--- src/rtl/quad_pkg.sv ---
`default_nettype none
// ============================================================================
// Module      : quad_pkg
// Description : Shared widths, default gains and FSM encoding for the
//               quadrature sample scheduler.
// Revision    : 1.0 - initial release
// ============================================================================
package quad_pkg;

    localparam int POS_W      = 32;
    localparam int SEQ_W      = 16;
    localparam int K0_DEFAULT = 225;
    localparam int K1_DEFAULT = 424;

    typedef enum logic [2:0] {
        IDLE  = 3'd0,
        LATCH = 3'd1,
        VEL   = 3'd2,
        DISP0 = 3'd3,
        DISP1 = 3'd4,
        DONE  = 3'd5
    } state_t;

endpackage
`default_nettype wire

--- src/rtl/quad_sample_timer.sv ---
`default_nettype none
// ============================================================================
// Module      : quad_sample_timer
// Description : Sample-period counter; pulses tick on the terminal count
//               and parks at zero while sampling is disabled.
// Revision    : 1.0 - initial release
// ============================================================================
module quad_sample_timer #(
    parameter int SAMPLE_TICKS = 50_000
) (
    input  logic clk,
    input  logic reset,
    input  logic enable,
    output logic tick
);

    localparam int                 c_CNT_W = $clog2(SAMPLE_TICKS);
    localparam logic [c_CNT_W-1:0] c_LAST  = c_CNT_W'(SAMPLE_TICKS - 1);

    logic [c_CNT_W-1:0] r_cnt;

    always_ff @(posedge clk) begin
        if (reset || !enable) begin
            r_cnt <= '0;
        end else if (r_cnt == c_LAST) begin
            r_cnt <= '0;
        end else begin
            r_cnt <= r_cnt + c_CNT_W'(1);
        end
    end

    assign tick = enable && (r_cnt == c_LAST);

endmodule
`default_nettype wire

--- src/rtl/quad_sample_scheduler.sv ---
`default_nettype none
// ============================================================================
// Module      : quad_sample_scheduler
// Description : Snapshots all encoder counts on a common trigger and
//               sequences one subtractor and one multiplier to produce
//               per-channel velocity and tendon displacement.
// Revision    : 1.0 - initial release
// ============================================================================
module quad_sample_scheduler
    import quad_pkg::*;
#(
    parameter int NUM_ENC      = 2,
    parameter int SAMPLE_TICKS = 50_000,
    parameter int K0           = K0_DEFAULT,
    parameter int K1           = K1_DEFAULT
) (
    input  logic                       clk,
    input  logic                       reset,
    input  logic                       enable,
    input  logic                       sample_req,
    input  logic                       zero_req,
    input  logic                       overrun_clr,
    input  logic [NUM_ENC*POS_W-1:0]   pos_flat,
    output logic [NUM_ENC*POS_W-1:0]   snap_flat,
    output logic [NUM_ENC*POS_W-1:0]   vel_flat,
    output logic [POS_W-1:0]           displacement,
    output logic                       sample_valid,
    output logic                       busy,
    output logic                       overrun,
    output logic [SEQ_W-1:0]           sample_seq
);

    localparam int                 c_IDX_W    = (NUM_ENC > 1) ? $clog2(NUM_ENC) : 1;
    localparam logic [c_IDX_W-1:0] c_LAST_IDX = c_IDX_W'(NUM_ENC - 1);
    localparam logic [POS_W-1:0]   c_K0       = POS_W'(K0);
    localparam logic [POS_W-1:0]   c_K1       = POS_W'(K1);

    state_t               r_state;
    state_t               w_next;
    logic [c_IDX_W-1:0]   r_idx;
    logic [POS_W-1:0]     r_snap     [NUM_ENC];
    logic [POS_W-1:0]     r_prev     [NUM_ENC];
    logic [POS_W-1:0]     r_vel      [NUM_ENC];
    logic [POS_W-1:0]     r_snap_out [NUM_ENC];
    logic [POS_W-1:0]     r_vel_out  [NUM_ENC];
    logic [POS_W-1:0]     r_off0;
    logic [POS_W-1:0]     r_off1;
    logic [POS_W-1:0]     r_acc;
    logic [POS_W-1:0]     r_disp;
    logic                 r_valid;
    logic                 r_first;
    logic                 r_zero_pending;
    logic                 r_overrun;
    logic [SEQ_W-1:0]     r_seq;

    logic                 w_tick;
    logic                 w_trigger;
    logic                 w_busy;
    logic [POS_W-1:0]     w_pos [NUM_ENC];
    logic [POS_W-1:0]     w_sub_a;
    logic [POS_W-1:0]     w_sub_b;
    logic [POS_W-1:0]     w_k;
    logic [POS_W-1:0]     w_diff;
    logic [POS_W-1:0]     w_prod;

    genvar gi;
    generate
        for (gi = 0; gi < NUM_ENC; gi++) begin : g_chan
            assign w_pos[gi]                      = pos_flat[gi*POS_W +: POS_W];
            assign snap_flat[gi*POS_W +: POS_W]   = r_snap_out[gi];
            assign vel_flat[gi*POS_W +: POS_W]    = r_vel_out[gi];
        end
    endgenerate

    quad_sample_timer #(
        .SAMPLE_TICKS (SAMPLE_TICKS)
    ) u_timer (
        .clk    (clk),
        .reset  (reset),
        .enable (enable),
        .tick   (w_tick)
    );

    assign w_busy    = (r_state != IDLE);
    assign w_trigger = w_tick | sample_req;

    always_ff @(posedge clk) begin
        if (reset) begin
            r_state <= IDLE;
        end else begin
            r_state <= w_next;
        end
    end

    always_comb begin
        w_next = r_state;
        case (r_state)
            IDLE:    if (w_trigger) w_next = LATCH;
            LATCH:   w_next = VEL;
            VEL:     if (r_idx == c_LAST_IDX) w_next = DISP0;
            DISP0:   w_next = DISP1;
            DISP1:   w_next = DONE;
            DONE:    w_next = IDLE;
            default: w_next = IDLE;
        endcase
    end

    // One subtractor serves velocity (snap - prev) and zeroed position (snap - off).
    always_comb begin
        w_sub_a = r_snap[r_idx];
        w_sub_b = r_prev[r_idx];
        w_k     = c_K0;
        case (r_state)
            DISP0: begin
                w_sub_a = r_snap[0];
                w_sub_b = r_off0;
            end
            DISP1: begin
                w_sub_a = r_snap[1];
                w_sub_b = r_off1;
                w_k     = c_K1;
            end
            default: ;
        endcase
    end

    assign w_diff = w_sub_a - w_sub_b;
    assign w_prod = w_diff * w_k;

    always_ff @(posedge clk) begin
        if (reset) begin
            r_idx          <= '0;
            r_off0         <= '0;
            r_off1         <= '0;
            r_acc          <= '0;
            r_disp         <= '0;
            r_valid        <= 1'b0;
            r_first        <= 1'b1;
            r_zero_pending <= 1'b0;
            r_overrun      <= 1'b0;
            r_seq          <= '0;
            for (int i = 0; i < NUM_ENC; i++) begin
                r_snap[i]     <= '0;
                r_prev[i]     <= '0;
                r_vel[i]      <= '0;
                r_snap_out[i] <= '0;
                r_vel_out[i]  <= '0;
            end
        end else begin
            r_valid <= 1'b0;

            // A request landing in LATCH survives to the following snapshot.
            if (zero_req) begin
                r_zero_pending <= 1'b1;
            end else if (r_state == LATCH) begin
                r_zero_pending <= 1'b0;
            end

            if (w_trigger && w_busy) begin
                r_overrun <= 1'b1;
            end else if (overrun_clr) begin
                r_overrun <= 1'b0;
            end

            case (r_state)
                LATCH: begin
                    r_idx <= '0;
                    for (int i = 0; i < NUM_ENC; i++) begin
                        r_snap[i] <= w_pos[i];
                    end
                    if (r_zero_pending) begin
                        r_off0 <= w_pos[0];
                        r_off1 <= w_pos[1];
                    end
                end
                VEL: begin
                    r_vel[r_idx]  <= r_first ? '0 : w_diff;
                    r_prev[r_idx] <= r_snap[r_idx];
                    r_idx         <= r_idx + c_IDX_W'(1);
                end
                DISP0: begin
                    r_acc <= w_prod;
                end
                // Commit on entry to DONE so results and the valid pulse appear together.
                DISP1: begin
                    r_disp  <= r_acc - w_prod;
                    r_valid <= 1'b1;
                    r_seq   <= r_seq + SEQ_W'(1);
                    r_first <= 1'b0;
                    for (int i = 0; i < NUM_ENC; i++) begin
                        r_snap_out[i] <= r_snap[i];
                        r_vel_out[i]  <= r_vel[i];
                    end
                end
                default: ;
            endcase
        end
    end

    assign displacement = r_disp;
    assign sample_valid = r_valid;
    assign busy         = w_busy;
    assign overrun      = r_overrun;
    assign sample_seq   = r_seq;

endmodule
`default_nettype wire

--- config.mk ---
export PLATFORM = sky130hd
export DESIGN_NAME = quad_sample_scheduler
export DESIGN_NICKNAME = d
export VERILOG_FILES = /design/src/rtl/quad_pkg.sv /design/src/rtl/quad_sample_timer.sv /design/src/rtl/quad_sample_scheduler.sv
export SDC_FILE = /design/constraint.sdc
export NUM_CORES = 1
export LEC_CHECK = 0
export ABC_AREA = 1
export CORE_ASPECT_RATIO = 2
export CORE_MARGIN = 2
export CORE_UTILIZATION = 35
export CTS_BUF_LIST = sky130_fd_sc_hd__clkbuf_4
export CTS_CLUSTER_SIZE = 25
export DETAILED_ROUTE_END_ITERATION = 16
export HOLD_SLACK_MARGIN = 0.1
export PLACE_DENSITY = 0.59
export REMOVE_ABC_BUFFERS = 1
export SYNTH_ARGS = -nofsm -noshare
export SYNTH_HDL_FRONTEND = slang
export SYNTH_SLANG_ARGS = --single-unit
--- constraint.sdc ---
create_clock -name clk -period 10.1 [get_ports clk]
set_clock_uncertainty 0.2 [all_clocks]
set_input_delay 2.02 -clock clk [delete_from_list [all_inputs] [get_ports clk]]
set_output_delay 2.02 -clock clk [all_outputs]
set_load 0.03 [all_outputs]
**Word-level counts from Yosys, hierarchy flattened**

Memories as Yosys holds them, arrays and structs flattened. A register that Yosys moved wholly into a read port is not among the register bits.
Index checks and enable logic that the tools add are counted.

- Register bits: 168
- Bits of input ports: 70
- Memories kept: 5
- Output and inout port bits: 179
- RAM bits: 320

- $mul: 1
- Bitwise gates (word level): 7
- Add/sub/neg operators: 5
- Mux-type cells: 39
- Equal/unequal tests: 7
- Reduce and logical (&&, ||, !) cells: 14

Memory list:

| memory | words | width | read ports | clocked after Yosys merged registers in | wr ports | RTL line | source |
|---|---|---|---|---|---|---|---|
| r_prev | 2 | 32 | 1 | 1 | 2 | quad_sample_scheduler.sv:42 | `logic [POS_W-1:0] r_prev [NUM_ENC];` |
| r_snap | 2 | 32 | 3 | 1 | 2 | quad_sample_scheduler.sv:41 | `logic [POS_W-1:0] r_snap [NUM_ENC];` |
| r_snap_out | 2 | 32 | 2 | 0 | 2 | quad_sample_scheduler.sv:44 | `logic [POS_W-1:0] r_snap_out [NUM_ENC];` |
| r_vel | 2 | 32 | 2 | 0 | 2 | quad_sample_scheduler.sv:43 | `logic [POS_W-1:0] r_vel [NUM_ENC];` |
| r_vel_out | 2 | 32 | 2 | 0 | 2 | quad_sample_scheduler.sv:45 | `logic [POS_W-1:0] r_vel_out [NUM_ENC];` |

Operators by type and width:

| cell | count |
|---|---|
| $mux 32 | 9 |
| $pmux 32 s2 | 2 |
| $reduce_or 32->1 | 2 |
| $sub 32x32->32 | 2 |
| $add 16x1->16 const B | 2 |
| $mul 32x32->32 | 1 |
| $mux 1 | 23 |
| $eq 16x16->1 const B | 1 |
| $pmux 3 s5 | 1 |
| $mux 9 | 1 |
| $or 1x1->1 | 7 |
| $eq 3x2->1 const B | 2 |
| $mux 3 | 2 |
| $reduce_bool 2->1 | 3 |
| $ne 2x2->1 const B | 2 |
| $reduce_and 2->1 | 2 |
| $eq 3x1->1 const B | 1 |
| $eq 3x3->1 const B | 1 |
| $logic_not 3->1 | 1 |
| $reduce_bool 3->1 | 1 |
| $logic_and 1x1->1 | 2 |
| $pmux 1 s2 | 1 |
| $reduce_or 2->1 | 1 |
| $add 1x1->1 const B | 1 |
| other kinds (2) | 2 |

**Logic depth before layout (Yosys ltp)**

- Depth in word-level cells: 6
- Depth in mapped cells: 53

**Cells and area by module**

A second synthesis with hierarchy kept.

- Cell total of the unflattened synthesis: 3,217
- Area, all modules: 28,044.4 µm²

Modules (own cells, without submodules):

| module | area each (µm²) | instances | cells each | seq. area each (µm²) |
|---|---|---|---|---|
| quad_sample_scheduler | 27,168.6 | 1 | 3,086 | 12,672.2 |
| quad_sample_timer | 875.8 | 1 | 131 | 320.3 |

**Least setup slack after synthesis**

Ideal clock, no wire load.

- Path type: reg2reg
- From: reg r_state[0]
- To: reg r_disp[28] (netlist: displacement[28])
- Path buffers: 2
- Data required time: 9.784 ns
- Stages on the path, launching flop included: 49
- Path slack: 1.931 ns
- Period minus slack after synthesis: 8.169 ns
- Arrival: 7.853 ns
- Setup time: 0.116 ns
- Path through: dfxtp_1 inv_2 nor2_2 nand2_2 clkbuf_1 inv_2 clkbuf_1 nand2_1 o311ai_0 ha_1 inv_1 fa_1 nand3_1 nand3_1 nand2_1 nand2_1 xor2_1 inv_1 [... 13 more ...] a21oi_1 o21ai_0 xor2_1 inv_1 ha_1 nand2_1 nor4_1 nand3_1 nand3_1 a21oi_1 o21ai_2 nand2_1 nand2_1 nand2_1 nand2_1 a21oi_1 o21ai_1 nand2_1

- Word-level cells in the longest chain between the ends: 5
- Elaborated cells between the ends (all ways): 8
- Those cells by class: add/sub (2); mul (1); eq/ne (2); mux (3)

Ends and longest elaborated chain:

| item | RTL line | source |
|---|---|---|
| start, declared | quad_sample_scheduler.sv:38 | `state_t r_state;` |
| start signal, assigned | quad_sample_scheduler.sv:91 | `r_state <= w_next;` |
| $eq 3x3->1 or $eq 3x2->1 (tied branches) | quad_sample_scheduler.sv:113, quad_sample_scheduler.sv:165 |  |
| $pmux 32 s2 | quad_sample_scheduler.sv:113 | `case (r_state)` |
| $sub 32x32->32 | quad_sample_scheduler.sv:127 | `assign w_diff = w_sub_a - w_sub_b;` |
| $mul 32x32->32 | quad_sample_scheduler.sv:128 | `assign w_prod = w_diff * w_k;` |
| $sub 32x32->32 | quad_sample_scheduler.sv:186 | `r_disp <= r_acc - w_prod;` |
| end signal, assigned | quad_sample_scheduler.sv:186 |  |
| end, declared | quad_sample_scheduler.sv:49 | `logic [POS_W-1:0] r_disp;` |

Several ways; a longest one is shown, not always the timed one.
A chain may end at the register's enable or synchronous reset.

**Worst setup path after layout**

- From: reg r_state[0]
- To: reg r_disp[31] (netlist: displacement[31])

Same word-level chain as after synthesis.

==> results.txt <==
* Deepest clock path buffer count: 3
- After detailed routing, the number of remaining DRC violations is 0.
- Clock tree root buffer cell: sky130_fd_sc_hd__clkbuf_4
- Pin count of the biggest net entering global routing: 127
- H-tree Lvls: 3
* Vias in the first global route: 23100
* R2r endpoint: displacement[31]
* Clock Latency Late Sink: 0.97 ns
- The tightest hold path in the finished design has a slack of 0.251 ns.
* Share of async-settable or async-resettable flops after synthesis: 0
* Data arrival time of the critical path: 9.96 ns
* Setup repair bufs after CTS: 0
- Clock tree synthesis found a total of 489 sinks.
- Once placement completed, the tool counted placed cells totaling 4608.
- Register Area: 0.0130 sq mm
- Endpoints failing hold: 0
* Mean post-synth cell area: 8.36 sq um
- The worst pin sits at a relative slew slack of 0.258.
- R2R Setup Slk: 0.69 ns
- The layer flagged by global routing as most heavily used is met2.
* DIE HEIGHT: 407 microns
- Port Buf Inserts: 248
- Non-filler instance count after layout: 4827
* Maximum clock rate: 0.106 GHz
* Final Setup Violations: 0
* Clock tree from TritonCTS: built
- Of the synthesized area, sequential elements account for 0.456.
- Layout area overhead: 18.1%
- Initial core utilization: 0.352
- After synthesis the cells add up to 0.0285 sq mm.
* Tcrit/Tclk final: 0.932
* Cell count after synthesis: 3406
* Via density: 4.80
- Total area of multi-input combinational cells: 0.0126 sq mm
- The congestion estimate from routability-driven global placement came to 0.891.
- Synthesis warning total: 0
- STA puts the critical path data required time at 10.65 ns.
- Row generation in the floorplan step produced 148 rows.
* Met3 Use GR: 0.0285
- For this run, the slowest stage of the critical path takes 0.56 ns.
- Initial DRT Pass Iterations: 6
- Filler cell count in the final layout: 8111
- The critical path ends at displacement[31].
* CP startpoint: r_state[0]
- The total count of max-transition violations in the final report was 0.
* Die W: 206 microns
* EDFF count, synth: 320
* Number of buffers created by CTS: 115
- RSZ-0062 raised after global routing: true
- Endpoint kind of the worst setup timing path: flip-flop
* Cell types with the largest area share after synthesis: sky130_fd_sc_hd__edfxtp_1, sky130_fd_sc_hd__dfxtp_1, sky130_fd_sc_hd__nand2_1, sky130_fd_sc_hd__inv_1, sky130_fd_sc_hd__fa_1
- The worst path in the final design needs a cycle of 9.41 ns, including I/O delays and setup.
* Post-synthesis sequential element count: 489
- First-pass GRT wire length: 127 mm
* Total negative setup slack: 0 ns
- Net count, final: 3984
- The initial antenna violation count was 2.
- Cell with the largest stage delay on the worst path: sky130_fd_sc_hd__fa_1
- Wirelength, routed: 80.1 mm
- At the pin with the least slew margin, the transition time is 1.11 ns.
* Per-cell routed wire length: 16.6 microns
- Clock-pin slew was measured on the worst setup and hold paths at 0.07 ns.
- Layout cells sized above 1: 0.0768
- Library cells used by synthesis: 54
* Biggest area consumer among synthesized cells: sky130_fd_sc_hd__edfxtp_1
- The run finished with clean final reports.
- Vias after detailed routing: 23200
* Met2 usage: 0.318
- Largest fanout on the critical path: 28
- The most used flip-flop cell after synthesis is sky130_fd_sc_hd__edfxtp_1.
- The total area inside the core boundary comes to 0.0809 sq mm.
- Number of design-rule violations left by the first detailed-router iteration: 1464
- In the global route stage, overall resource usage came out at 0.194.
- Counting cells, the worst reg-to-reg path comes to 43.
* M1 GR Usage: 0.261
- Launching point of the worst reg2reg path: r_state[0]
* Hold/Removal Path Class: flip-flop to flip-flop
- The total overflow left after global routing is 0.
* Area share of the leading cell type in the synthesized netlist: 0.338
* Post_cts resized: 0
- Number of nets with antenna violations after routing: 0
* Die area: 0.0838 sq mm
- STA classifies the critical path startpoint as a flip-flop.
- The wire-length estimate of the detail-placed layout is 57.7 mm.
- Among the stages of the critical path, the cell type that occurs most often is sky130_fd_sc_hd__nand2_1.
- Critical path class: flip-flop to flip-flop
- Across the run, the number of max-cap violations was 0.
- For this design the top-level I/O count stands at 249.
- Buffers inserted to repair hold after CTS numbered 0.
## kinds of logic (layout without fill, tap and decap cells)
family,after synthesis,in the layout,share of synthesized area
AOI/OAI and AO/OA,488,488,0.0992
xor gates and xnor gates,64,64,0.0197
adders and majority gates,238,238,0.130
buffers and inverters,795,1163,0.105
DFF,489,489,0.456
other,1,4,0.000132
and+or+nand+nor,1331,1331,0.189
## cells in the final DEF (no fill, tap or decap), types with 11 or more instances in the layout
master,n
sky130_fd_sc_hd__fa_1,97
sky130_fd_sc_hd__nand3_1,93
sky130_fd_sc_hd__nand2_2,11
sky130_fd_sc_hd__clkinv_1,32
sky130_fd_sc_hd__nand4_1,29
sky130_fd_sc_hd__nand2_1,654
sky130_fd_sc_hd__buf_4,21
sky130_fd_sc_hd__a221oi_1,30
sky130_fd_sc_hd__dfxtp_1,168
sky130_fd_sc_hd__nor2_1,478
sky130_fd_sc_hd__o221ai_1,31
sky130_fd_sc_hd__clkdlybuf4s50_1,248
sky130_fd_sc_hd__clkbuf_4,171
sky130_fd_sc_hd__clkinv_2,11
sky130_fd_sc_hd__nor3_1,22
sky130_fd_sc_hd__o21ai_0,163
sky130_fd_sc_hd__o211ai_1,20
sky130_fd_sc_hd__inv_2,25
sky130_fd_sc_hd__inv_1,646
sky130_fd_sc_hd__xnor2_1,24
sky130_fd_sc_hd__xor2_1,33
sky130_fd_sc_hd__nor2_2,11
sky130_fd_sc_hd__a21oi_1,200
sky130_fd_sc_hd__edfxtp_1,320
sky130_fd_sc_hd__ha_1,141
## cell usage after synthesis, drive strengths merged (4+ instances only)
cell / number
nor3b: 4
ha: 141
clkbuf: 101
nand2: 671
edfxtp: 320
nand3: 97
dfxtp: 169
xnor2: 25
o221ai: 31
nor4: 8
buf: 17
o21a: 5
inv: 674
xor2: 39
a221oi: 30
nor3: 22
nand3b: 5
fa: 97
nand4: 29
o21bai: 5
o211ai: 20
nor2: 491
o21ai: 172
a31oi: 5
a21oi: 202
## worst min path at each step
| stage | start | endpoint | depth (start not counted) |
|---|---|---|---|
| 2_1_floorplan | u_timer.r_cnt[0] | u_timer.r_cnt[0] | 1 |
| 3_3_place_gp | u_timer.r_cnt[0] | u_timer.r_cnt[0] | 1 |
| 3_5_place_dp | u_timer.r_cnt[0] | u_timer.r_cnt[0] | 1 |
| 4_1_cts | u_timer.r_cnt[0] | u_timer.r_cnt[0] | 1 |
| 5_1_grt | displacement[31] | displacement[31] | 2 |
| 6_report | u_timer.r_cnt[0] | u_timer.r_cnt[0] | 1 |
## registers in the layout, summed over array words and instances, names as in the netlist, 16 cells and up, named ones only
signal and count:
r_prev 64, r_snap 64, r_snap_out 64, r_vel 64, r_vel_out 64, displacement 32
r_acc 32, r_off0 32, r_off1 32, sample_seq 16, u_timer.r_cnt 16
## metal layers
layer,up-vias,part of all wire
met4,2,0.025
li1,11500,-
met2,791,0.46
met3,116,0.064
met1,10800,0.45
met5,-,0.00016
## critical path, delay by kind of cell (launching register included)
kind	cells	cell delay, ns
xor+xnor	2	0.65
compound gates	8	1.51
fa+ha+maj	7	3.03
flops	1	0.41
simple gates	18	2.47
buf+inv	8	0.89
## stage by stage
stage | cell area (sq um) | setup slack (ns) | util
6_report | 33600 | 0.685 | 0.416
2_1_floorplan | 28000 | 0.541 | -
5_1_grt | 33600 | 0.00338 | 0.416
4_1_cts | 33500 | 0.458 | 0.415
3_5_place_dp | 32000 | 0.574 | 0.396
3_3_place_gp | 32000 | 0.708 | 0.396
## layout make-up
| class | count | share of cell area |
|---|---|---|
| clock inverters | 45 | 0.00658 |
| flip-flops and latches | 489 | 0.386 |
| clock buffers | 171 | 0.0382 |
| repair buffers | 269 | 0.0785 |
| diodes | 2 | 0.000149 |
| multi-input cells | 2123 | 0.375 |
| repair inverters | 1 | 0.000223 |
| inverters | 677 | 0.0762 |
| well taps | 1050 | 0.0391 |
Power is not shown: default switching activity piles up to over one toggle a cycle in this logic, so the estimate is an artifact.
